==> src/rtl/hamming74_tx_ctrl.sv <==
// ----------------------------------------------------------------------------
// hamming74_tx_ctrl
//
// Sequencing controller for a serial-in Hamming(7,4) encoder. A 4-bit word is
// accepted over a valid/ready handshake and shifted MSB-first into the
// encoder. The resulting 7-bit codeword is captured and sent bit 6 first
// onto a 1-bit channel that can apply back-pressure through tx_ready.
//
// Optional feature macro: HAMMING_TX_PARITY_CHK_EN
//   When defined, the controller recomputes the parity bits from the accepted
//   word and flags any encoder disagreement on par_err (sticky until reset).
//   When undefined, no check logic exists and par_err is tied low.
//
// Parameters
//   CNT_W       width of the completed-codeword counter frame_cnt
//
// Ports
//   clk         clock, all logic on the rising edge
//   reset       synchronous active-low reset
//   data_in     4-bit data word from the source
//   data_valid  source presents a word on data_in
//   data_ready  controller can accept a word (IDLE only)
//   enc_rst     active-high encoder reset, combinational ~reset
//   enc_in      serial bit into the encoder
//   enc_v       encoder codeword {p6,p5,p4,d3,d2,d1,d0}
//   tx_bit      serial channel bit
//   tx_valid    tx_bit is valid this cycle
//   tx_first    tx_bit is codeword bit 6 (frame start)
//   tx_ready    channel consumes tx_bit this cycle
//   busy        controller is not in IDLE
//   frame_cnt   completed codewords, wraps modulo 2^CNT_W
//   par_err     sticky parity self-check mismatch
// ----------------------------------------------------------------------------
module hamming74_tx_ctrl #(
    parameter int CNT_W = 8
) (
    input  logic             clk,
    input  logic             reset,
    input  logic [3:0]       data_in,
    input  logic             data_valid,
    output logic             data_ready,
    output logic             enc_rst,
    output logic             enc_in,
    input  logic [6:0]       enc_v,
    output logic             tx_bit,
    output logic             tx_valid,
    output logic             tx_first,
    input  logic             tx_ready,
    output logic             busy,
    output logic [CNT_W-1:0] frame_cnt,
    output logic             par_err
);

    typedef enum logic [1:0] {
        S_IDLE = 2'd0,
        S_LOAD = 2'd1,
        S_CAPT = 2'd2,
        S_SEND = 2'd3
    } state_t;

    state_t           r_state;
    state_t           w_next;

    logic [3:0]       r_shreg;
    logic [1:0]       r_bitcnt;
    logic [6:0]       r_cw;
    logic [2:0]       r_txcnt;
    logic [CNT_W-1:0] r_frame_cnt;

    // The encoder must clear on the same edge as the controller.
    assign enc_rst   = ~reset;
    assign frame_cnt = r_frame_cnt;

    // State register
    always_ff @(posedge clk) begin
        if (!reset) begin
            r_state <= S_IDLE;
        end else begin
            r_state <= w_next;
        end
    end

    // Next-state logic
    always_comb begin
        w_next = r_state;
        case (r_state)
            S_IDLE: if (data_valid)       w_next = S_LOAD;
            S_LOAD: if (r_bitcnt == 2'd3) w_next = S_CAPT;
            S_CAPT:                       w_next = S_SEND;
            S_SEND: if (tx_ready && (r_txcnt == 3'd0)) w_next = S_IDLE;
            default:                      w_next = S_IDLE;
        endcase
    end

    // Outputs decoded from registered state only; tx_ready and data_valid
    // never reach an output combinationally.
    always_comb begin
        data_ready = 1'b0;
        enc_in     = 1'b0;
        tx_valid   = 1'b0;
        tx_bit     = 1'b0;
        tx_first   = 1'b0;
        busy       = 1'b1;
        case (r_state)
            S_IDLE: begin
                data_ready = 1'b1;
                busy       = 1'b0;
            end
            S_LOAD: begin
                enc_in = r_shreg[3];
            end
            S_SEND: begin
                tx_valid = 1'b1;
                tx_bit   = r_cw[r_txcnt];
                tx_first = (r_txcnt == 3'd6);
            end
            default: begin
            end
        endcase
    end

    // Datapath registers
    always_ff @(posedge clk) begin
        if (!reset) begin
            r_shreg     <= 4'd0;
            r_bitcnt    <= 2'd0;
            r_cw        <= 7'd0;
            r_txcnt     <= 3'd0;
            r_frame_cnt <= '0;
        end else begin
            case (r_state)
                S_IDLE: begin
                    if (data_valid) begin
                        r_shreg  <= data_in;
                        r_bitcnt <= 2'd0;
                    end
                end
                S_LOAD: begin
                    r_shreg  <= {r_shreg[2:0], 1'b0};
                    r_bitcnt <= r_bitcnt + 2'd1;
                end
                S_CAPT: begin
                    // enc_v still shows the pre-edge codeword; the encoder's
                    // own shift on this edge is irrelevant from here on.
                    r_cw    <= enc_v;
                    r_txcnt <= 3'd6;
                end
                S_SEND: begin
                    if (tx_ready) begin
                        if (r_txcnt == 3'd0) begin
                            r_frame_cnt <= r_frame_cnt + CNT_W'(1);
                        end else begin
                            r_txcnt <= r_txcnt - 3'd1;
                        end
                    end
                end
                default: begin
                end
            endcase
        end
    end

`ifdef HAMMING_TX_PARITY_CHK_EN
    // The shift register is emptied during LOAD, so the accepted word is kept
    // separately for the parity comparison in CAPT.
    logic [3:0] r_data;
    logic       r_par_err;

    function automatic logic [6:0] hamming_cw(input logic [3:0] d);
        return {d[3] ^ d[2] ^ d[1],
                d[3] ^ d[2] ^ d[0],
                d[2] ^ d[1] ^ d[0],
                d};
    endfunction

    always_ff @(posedge clk) begin
        if (!reset) begin
            r_data    <= 4'd0;
            r_par_err <= 1'b0;
        end else begin
            if ((r_state == S_IDLE) && data_valid) begin
                r_data <= data_in;
            end
            if ((r_state == S_CAPT) && (enc_v != hamming_cw(r_data))) begin
                r_par_err <= 1'b1;
            end
        end
    end

    assign par_err = r_par_err;
`else
    assign par_err = 1'b0;
`endif

endmodule

==> config.mk <==
export PLATFORM = sky130hd
export DESIGN_NAME = hamming74_tx_ctrl
export DESIGN_NICKNAME = d
export VERILOG_FILES = /design/src/rtl/hamming74_tx_ctrl.sv
export SDC_FILE = /design/constraint.sdc
export NUM_CORES = 1
export LEC_CHECK = 0
export ABC_AREA = 1
export CORE_AREA = 2 2 66 55
export CTS_CLUSTER_DIAMETER = 150
export DETAILED_ROUTE_END_ITERATION = 16
export DIE_AREA = 0 0 68 57
export MAX_ROUTING_LAYER = met4
export PLACE_DENSITY = 0.82
export SLEW_MARGIN = 25
export SYNTH_ARGS = -nofsm -noshare
export SYNTH_HDL_FRONTEND = slang
export SYNTH_SLANG_ARGS = --single-unit
==> constraint.sdc <==
create_clock -name clk -period 1.4 [get_ports clk]
set_clock_uncertainty 0.1 [all_clocks]
set_input_delay 0.14 -clock clk [delete_from_list [all_inputs] [get_ports clk]]
set_output_delay 0.14 -clock clk [all_outputs]
set_load 0.1 [all_outputs]
==> results of run 1 <==
[sequential cells by signal (all words and copies together) (netlist names)]
| name | cells |
|---|---|
| r_shreg | 4 |
| r_txcnt | 3 |
| r_state | 2 |
| frame_cnt | 8 |
| r_bitcnt | 2 |
| r_cw | 7 |
[layout make-up]
| class | instances | area (µm²) | share of cell area (%) |
|---|---|---|---|
| clock buffers | 4 | 45.0 | 1.92 |
| flip-flops and latches | 26 | 544 | 23.2 |
| multi-input cells | 140 | 917 | 39.1 |
| inverters | 36 | 150 | 6.40 |
| repair buffers | 49 | 637 | 27.1 |
| well taps | 42 | 52.6 | 2.24 |
[path summary, 6_finish.rpt]
kind                                                from                  endpoint  slack [ps]
worst max-delay path             r_txcnt[1]$_SDFFE_PN0P_                    tx_bit        -280
worst min-delay path                            enc_v[4]      r_cw[4]$_SDFFE_PN0P_         340
worst max register to register   r_txcnt[0]$_SDFFE_PN0P_   r_txcnt[0]$_SDFFE_PN0P_         -90
worst min register to register  r_bitcnt[1]$_SDFFE_PN0P_  r_bitcnt[1]$_SDFFE_PN0P_         380
[cell families after synthesis]
logic type,Yosys count,synth area share (%)
xor gates and xnor gates,1,0.630
adders and majority gates,9,8.10
DFF,26,37.4
and+or+nand+nor,92,28.9
buffers and inverters,39,10.9
AOI/OAI and AO/OA,37,13.8
other,1,0.270
[power by group through the flow]
stage	Clock [W]	Combinational, W	Sequential, W
final	0.000450	0.00245	0.00113
after global routing	0.000479	0.00262	0.00115
after CTS	0.000447	0.00210	0.00111
after detailed placement	0	0.00185	0.00109
after global placement	0	0.00182	0.00108
after floorplan	0	0.00117	0.00110
[routing by layer]
layer	vias up	routed length (µm)	track usage [%]	part of all wire (%)
met5	-	0	-	0
met4	0	89	5.14	2.2
met3	10	146	3.75	3.7
met2	39	2120	36.9	53
met1	689	1620	26.6	41
li1	735	-	-	-
[worst max-delay path, stage by stage (launching register included)]
cell and delay, ps:
dfxtp_2 340, inv_2 60, buf_6 120, nor2_2 90, o21ai_1 70, nand2_1 120, nor2_2 70, nor2_4 110
buf_12 180
[repair_timing]
action / 4_1_cts / 5_1_grt
pin swaps: 10 / 18
endpoints found under the setup margin: 13 / 24
setup buffers: 5 / 1
gates resized for setup: 40 / 33
hold buffers: 0 / 0
[layout by cell type (no fill, tap or decap), drive strengths merged]
cell	netlist	layout
inv	34	32
clkbuf	2	4
dfxtp	26	26
nand3	4	4
a21oi	10	10
clkdlybuf4s50	0	14
buf	1	35
nand2	42	42
ha	9	9
o21bai	1	1
clkinvlp	0	2
nand4	4	4
xor2	1	1
o21ai	26	26
clkinv	2	2
nor3b	1	1
conb	1	1
nor2	40	40
and3	1	1
[per-stage QoR]
step                      total power (W)  TNS, ps  std cells
after floorplan                   0.00227    -2030        205
after global placement            0.00290     -203        287
after detailed placement          0.00295     -365        287
after CTS                         0.00365     -736        296
after global routing              0.00424    -3000        297
final                             0.00402    -1330        297
==> flow_summary_export.csv, run 1 <==
group,metric,value,unit
power,cellLeakagePower,1.05,nW
sta,hold_viol_final,0,
die,num_rows,19,
yosys,synth_flop_cell,"dfxtp_1",
detailed_routing,avgRoutedWirePerCell,13.4,µm
power,pwr-share-seq,28.0,%
clock_network,cts_buffers,3,
sta,rsz0062_at_grt,"yes",
setup_path,rr_worst_depth,9,
setup_path,end_kind,"output port",
die,dieArea,0.00388,mm²
power,p_int,0.00218,W
sta,drv_slew,0,
power,clkPwrFrac,11.2,%
clock_network,clock_sinks,26,
setup_path,cp_data_required_time,1160,ps
sta,fmax,0.597,GHz
die,initial_core_util,42.4,%
yosys,synth-seq-cells,26,
sta,hold-worst-slack,340,ps
yosys,synth_common_cells,"nand2_1, nor2_1, inv_1",
die,die_w,68,µm
placed_design,post_dp_cell_area,0.00206,mm²
setup_path,cp_max_fo,3,
global_routing,antenna_found_initial,0,
detailed_routing,drc,0,
sta,fin_crit_sh,120,%
final_layout,area_growth,68.8,%
power,switching_share,45.7,%
yosys,synth_cell_type_count,25,
yosys,synth_top_area_share,37.4,%
yosys,synth_edf_count,0,
setup_path,cp-start-kind,"register",
final_layout,design_area,0.00235,mm²
placed_design,place_congestion,0.866,
clock_network,cts_tree,"yes",
detailed_routing,ant_nets,0,
clock_network,htreeDepth,1,
power,ir_drop,0.00156,V
global_routing,grt_pass1_wl,6290,µm
min_path,holdCritPathClass,"input port to register",
final_layout,nNetsFinal,280,
final_layout,final_layout_size_suffix_gt1_share,41.2,%
min_path,hold_depth,3,
clock_network,clkTransAtPathRegs,90,ps
detailed_routing,postRouteWirelength,3980,µm
placed_design,portBuffers,29,
yosys,synth.net_count,229,
clock_network,root_buffer,"clkbuf_8",
die,design.core.area,0.00328,mm²
detailed_routing,vias_per_cell,4.96,
power,p_per_area,1710,mW/mm²
final_layout,diodes,0,
setup_path,crit_type,"register to output port",
placed_design,post-place-ws,-97.4,ps
yosys,syn_area,0.00139,mm²
sta,fin_crit,1680,ps
detailed_routing,vias,1473,
placed_design,dp_hpwl,2460,µm
global_routing,grt_use_total,21.7,%
sta,finalWorstSetupSlack,-276,ps
clock_network,cts_buffer_depth,2,
global_routing,grt-ovfl-total,0,
yosys,yosysTopAreaCell,"dfxtp_1",
run_status,outcome,"complete, but fails checks",
yosys,synth-async-reset-ratio,0,%
sta,setup_viol,17,
yosys,synth_area_leaders,"dfxtp_1, nand2_1, nor2_1",
yosys,synth.avg_cell_area,6.78,µm²
global_routing,grt_pass1_vias,1441,
final_layout,fill_cells,243,
yosys,synthCells,205,
yosys,synth-seq-area-share,37.4,%
global_routing,grt_max_degree,16,
die,io_pins,31,
power,power.net_switching,0.00184,W
run_status,violations,"setup timing",
final_layout,postLayoutCoreUtil,71.5,%
detailed_routing,drtIter0Drc,100,
power,p_comb_share,60.8,%
yosys,yosysWarningCount,0,
flow_run,maxCapViolCount,0,
die,die_y,57,µm
clock_network,clock_latency,280,ps
detailed_routing,dr.pass1.iters,4,
setup_path,worstPathArrival,1440,ps
No activity file was read; power rests on OpenSTA's default activity.
==> run 2: changes to the inputs <==
- HOLD_SLACK_MARGIN: default -> 0.05
- SKIP_LAST_GASP: default -> 1
- SLEW_MARGIN: 25 -> default
==> run 2 against run 1 <==
Effect of this change: register-to-register slack got worse by 50 ps; total power decreased by 2.4%; clock power decreased by 2%; largest cell class unchanged; fmax decreased by 0.32%; die area unchanged; the run still ends with setup timing left; cell count unchanged; non-clock buffer count unchanged.
==> flow_summary_export.csv, run 2 (same netlist as run 1, synthesis figures left out) <==
group,metric,value,unit
setup_path,reg2reg_from,"r_txcnt[0]$_SDFFE_PN0P_",
setup_path,crit_type,"register to output port",
detailed_routing,dr.pass1.iters,4,
setup_path,cp_data_required_time,1160,ps
final_layout,layout.cells.non_filler,297,
setup_path,slowest_stage,"dfxtp_2",
power,ir_drop,0.00155,V
setup_path,critical_path_buf_inv_count,3,
detailed_routing,drc,0,
setup_path,cp-start-kind,"register",
placed_design,placed_cells,287,
run_status,violations,"setup timing",
setup_path,cp_max_fo,3,
detailed_routing,drtIter0Drc,58,
clock_network,ctsHoldBuffers,0,
global_routing,grt-ovfl-total,0,
die,die_y,57,µm
flow_run,maxCapViolCount,0,
global_routing,antenna_found_initial,0,
final_layout,fill_cells,260,
setup_path,reg2reg_slack,-140,ps
min_path,hp-start,"enc_v[4]",
power,p_per_area,1690,mW/mm²
setup_path,crit_path_start,"r_txcnt[1]$_SDFFE_PN0P_",
sta,drv_slew,0,
sta,fmax,0.595,GHz
global_routing,grt_pass1_vias,1347,
clock_network,htreeDepth,1,
final_layout,final_layout_size_suffix_gt1_share,40.8,%
final_layout,nNetsFinal,280,
detailed_routing,avgRoutedWirePerCell,12.6,µm
sta,finalWorstSetupSlack,-281,ps
die,dieArea,0.00388,mm²
placed_design,place_congestion,0.866,
setup_path,crit_path_frequent_cell,"nor2_2",
setup_path,end_kind,"output port",
placed_design,portBuffers,29,
run_status,outcome,"complete, but fails checks",
sta,hold_viol_final,0,
clock_network,root_buffer,"clkbuf_8",
global_routing,grt_use_total,20.5,%
clock_network,cts_buffer_depth,2,
setup_path,crit_chain,"inv_2, buf_4, nor2_2, o21ai_1, nand2_1, nor2_2, nor2_4, buf_12",
final_layout,area_growth,66.6,%
setup_path,crit_family,"simple AND/OR/NAND/NOR gates",
global_routing,grt_max_degree,16,
final_layout,diodes,0,
sta,fin_crit,1680,ps
final_layout,layout_common_cells,"nand2_1, nor2_1, inv_1",
die,io_pins,31,
die,die_w,68,µm
setup_path,worstReg2RegEnd,"frame_cnt[5]$_SDFFE_PN0P_",
die,design.core.area,0.00328,mm²
clock_network,clkTransAtPathRegs,90,ps
clock_network,cts_tree,"yes",
detailed_routing,postRouteWirelength,3740,µm
clock_network,clock_sinks,26,
setup_path,worstPathArrival,1440,ps
setup_path,slowest_delay,340,ps
placed_design,dp_hpwl,2460,µm
final_layout,largest_reg_flops,8,
die,initial_core_util,42.4,%
clock_network,cts_buffers,3,
power,cellLeakagePower,1.03,nW
setup_path,rr_worst_depth,10,
clock_network,clock_latency,270,ps
sta,setup_viol,23,
detailed_routing,vias_per_cell,4.86,
global_routing,grt_pass1_wl,5940,µm
sta,finalSetupTns,-1980,ps
setup_path,crit_path_end,"tx_bit",
setup_path,cp.depth,8,
sta,rsz0062_at_grt,"yes",
min_path,holdCritPathClass,"input port to register",
die,num_rows,19,
detailed_routing,vias,1443,
sta,fin_crit_sh,120,%
detailed_routing,ant_nets,0,
## run 2: changes by cell type in the layout (fill, tap and decap cells not counted)
cell        previous run  this run
o21ai_0                9        10
buf_4                 10        14
nand2_4                7         6
inv_2                  8         7
nand2_2                7         8
buf_6                  9         5
ha_4                   4         3
clkinvlp_4             2         3
o21ai_2                5         4
ha_2                   0         1
## run 2: metrics by stage
stage	utilization (%)	hold slack, ps	instance area, µm²	power [W]	setup WS (ps)
5_1_grt	70.6	392	2320	0.00415	-359
2_1_floorplan	-	175	1470	0.00227	-360
6_report	70.6	350	2320	0.00392	-281
4_1_cts	67.3	347	2210	0.00360	-219
3_5_place_dp	62.9	362	2060	0.00295	-97.4
3_3_place_gp	62.9	341	2060	0.00290	-71.5
## run 2: worst min path at each step
stage | endpoint | slack, ps | cells past startpoint
after floorplan | r_cw[0]$_SDFFE_PN0P_ | 170 | 2
after global placement | r_bitcnt[0]$_SDFFE_PN0P_ | 340 | 1
after detailed placement | r_bitcnt[0]$_SDFFE_PN0P_ | 360 | 1
after CTS | r_cw[4]$_SDFFE_PN0P_ | 350 | 3
after global routing | r_cw[3]$_SDFFE_PN0P_ | 390 | 3
final | r_cw[4]$_SDFFE_PN0P_ | 350 | 3
## run 2: worst min-delay path: cells and delay by family
family / cells / cell delay (ps)
and+or+nand+nor: 2 / 150
buffers and inverters: 1 / 390
## run 2: area by class of cell
| class | instances | area (µm²) | share of cell area (%) |
|---|---|---|---|
| repair buffers | 49 | 622 | 26.9 |
| inverters | 36 | 154 | 6.65 |
| well taps | 42 | 52.6 | 2.27 |
| flip-flops and latches | 26 | 544 | 23.5 |
| clock buffers | 4 | 45.0 | 1.94 |
| multi-input cells | 140 | 898 | 38.8 |
## run 2: routing by layer
metal  global-route usage [%]  share of wire, %
met1                     26.2                43
met2                     33.7                52
met3                     3.75               3.4
met4                     4.29               1.6
met5                        -                 0
## run 2: repair_timing
| item | in CTS | in global routing |
|---|---|---|
| endpoints found under the setup margin | 13 | 24 |
| pin swaps | 9 | 21 |
| endpoints found under the hold margin | 0 | 0 |
| resized for setup | 29 | 36 |
| setup buffers | 5 | 1 |
## run 2: where the power goes
part / leakage [nW] / total (W) / internal (W) / switching [W]
clock: 0.0228 / 0.000439 / 0.000204 / 0.000236
combinational: 0.792 / 0.00236 / 0.000990 / 0.00137
sequential: 0.219 / 0.00113 / 0.000942 / 0.000186
total: 1.03 / 0.00392 / 0.00214 / 0.00179
==> run 3: changes to the inputs <==
- CTS_CLUSTER_DIAMETER: 150 -> 80
==> results of run 3 <==
Same layout as run 2: the final DEF is identical, and so are final timing and power.
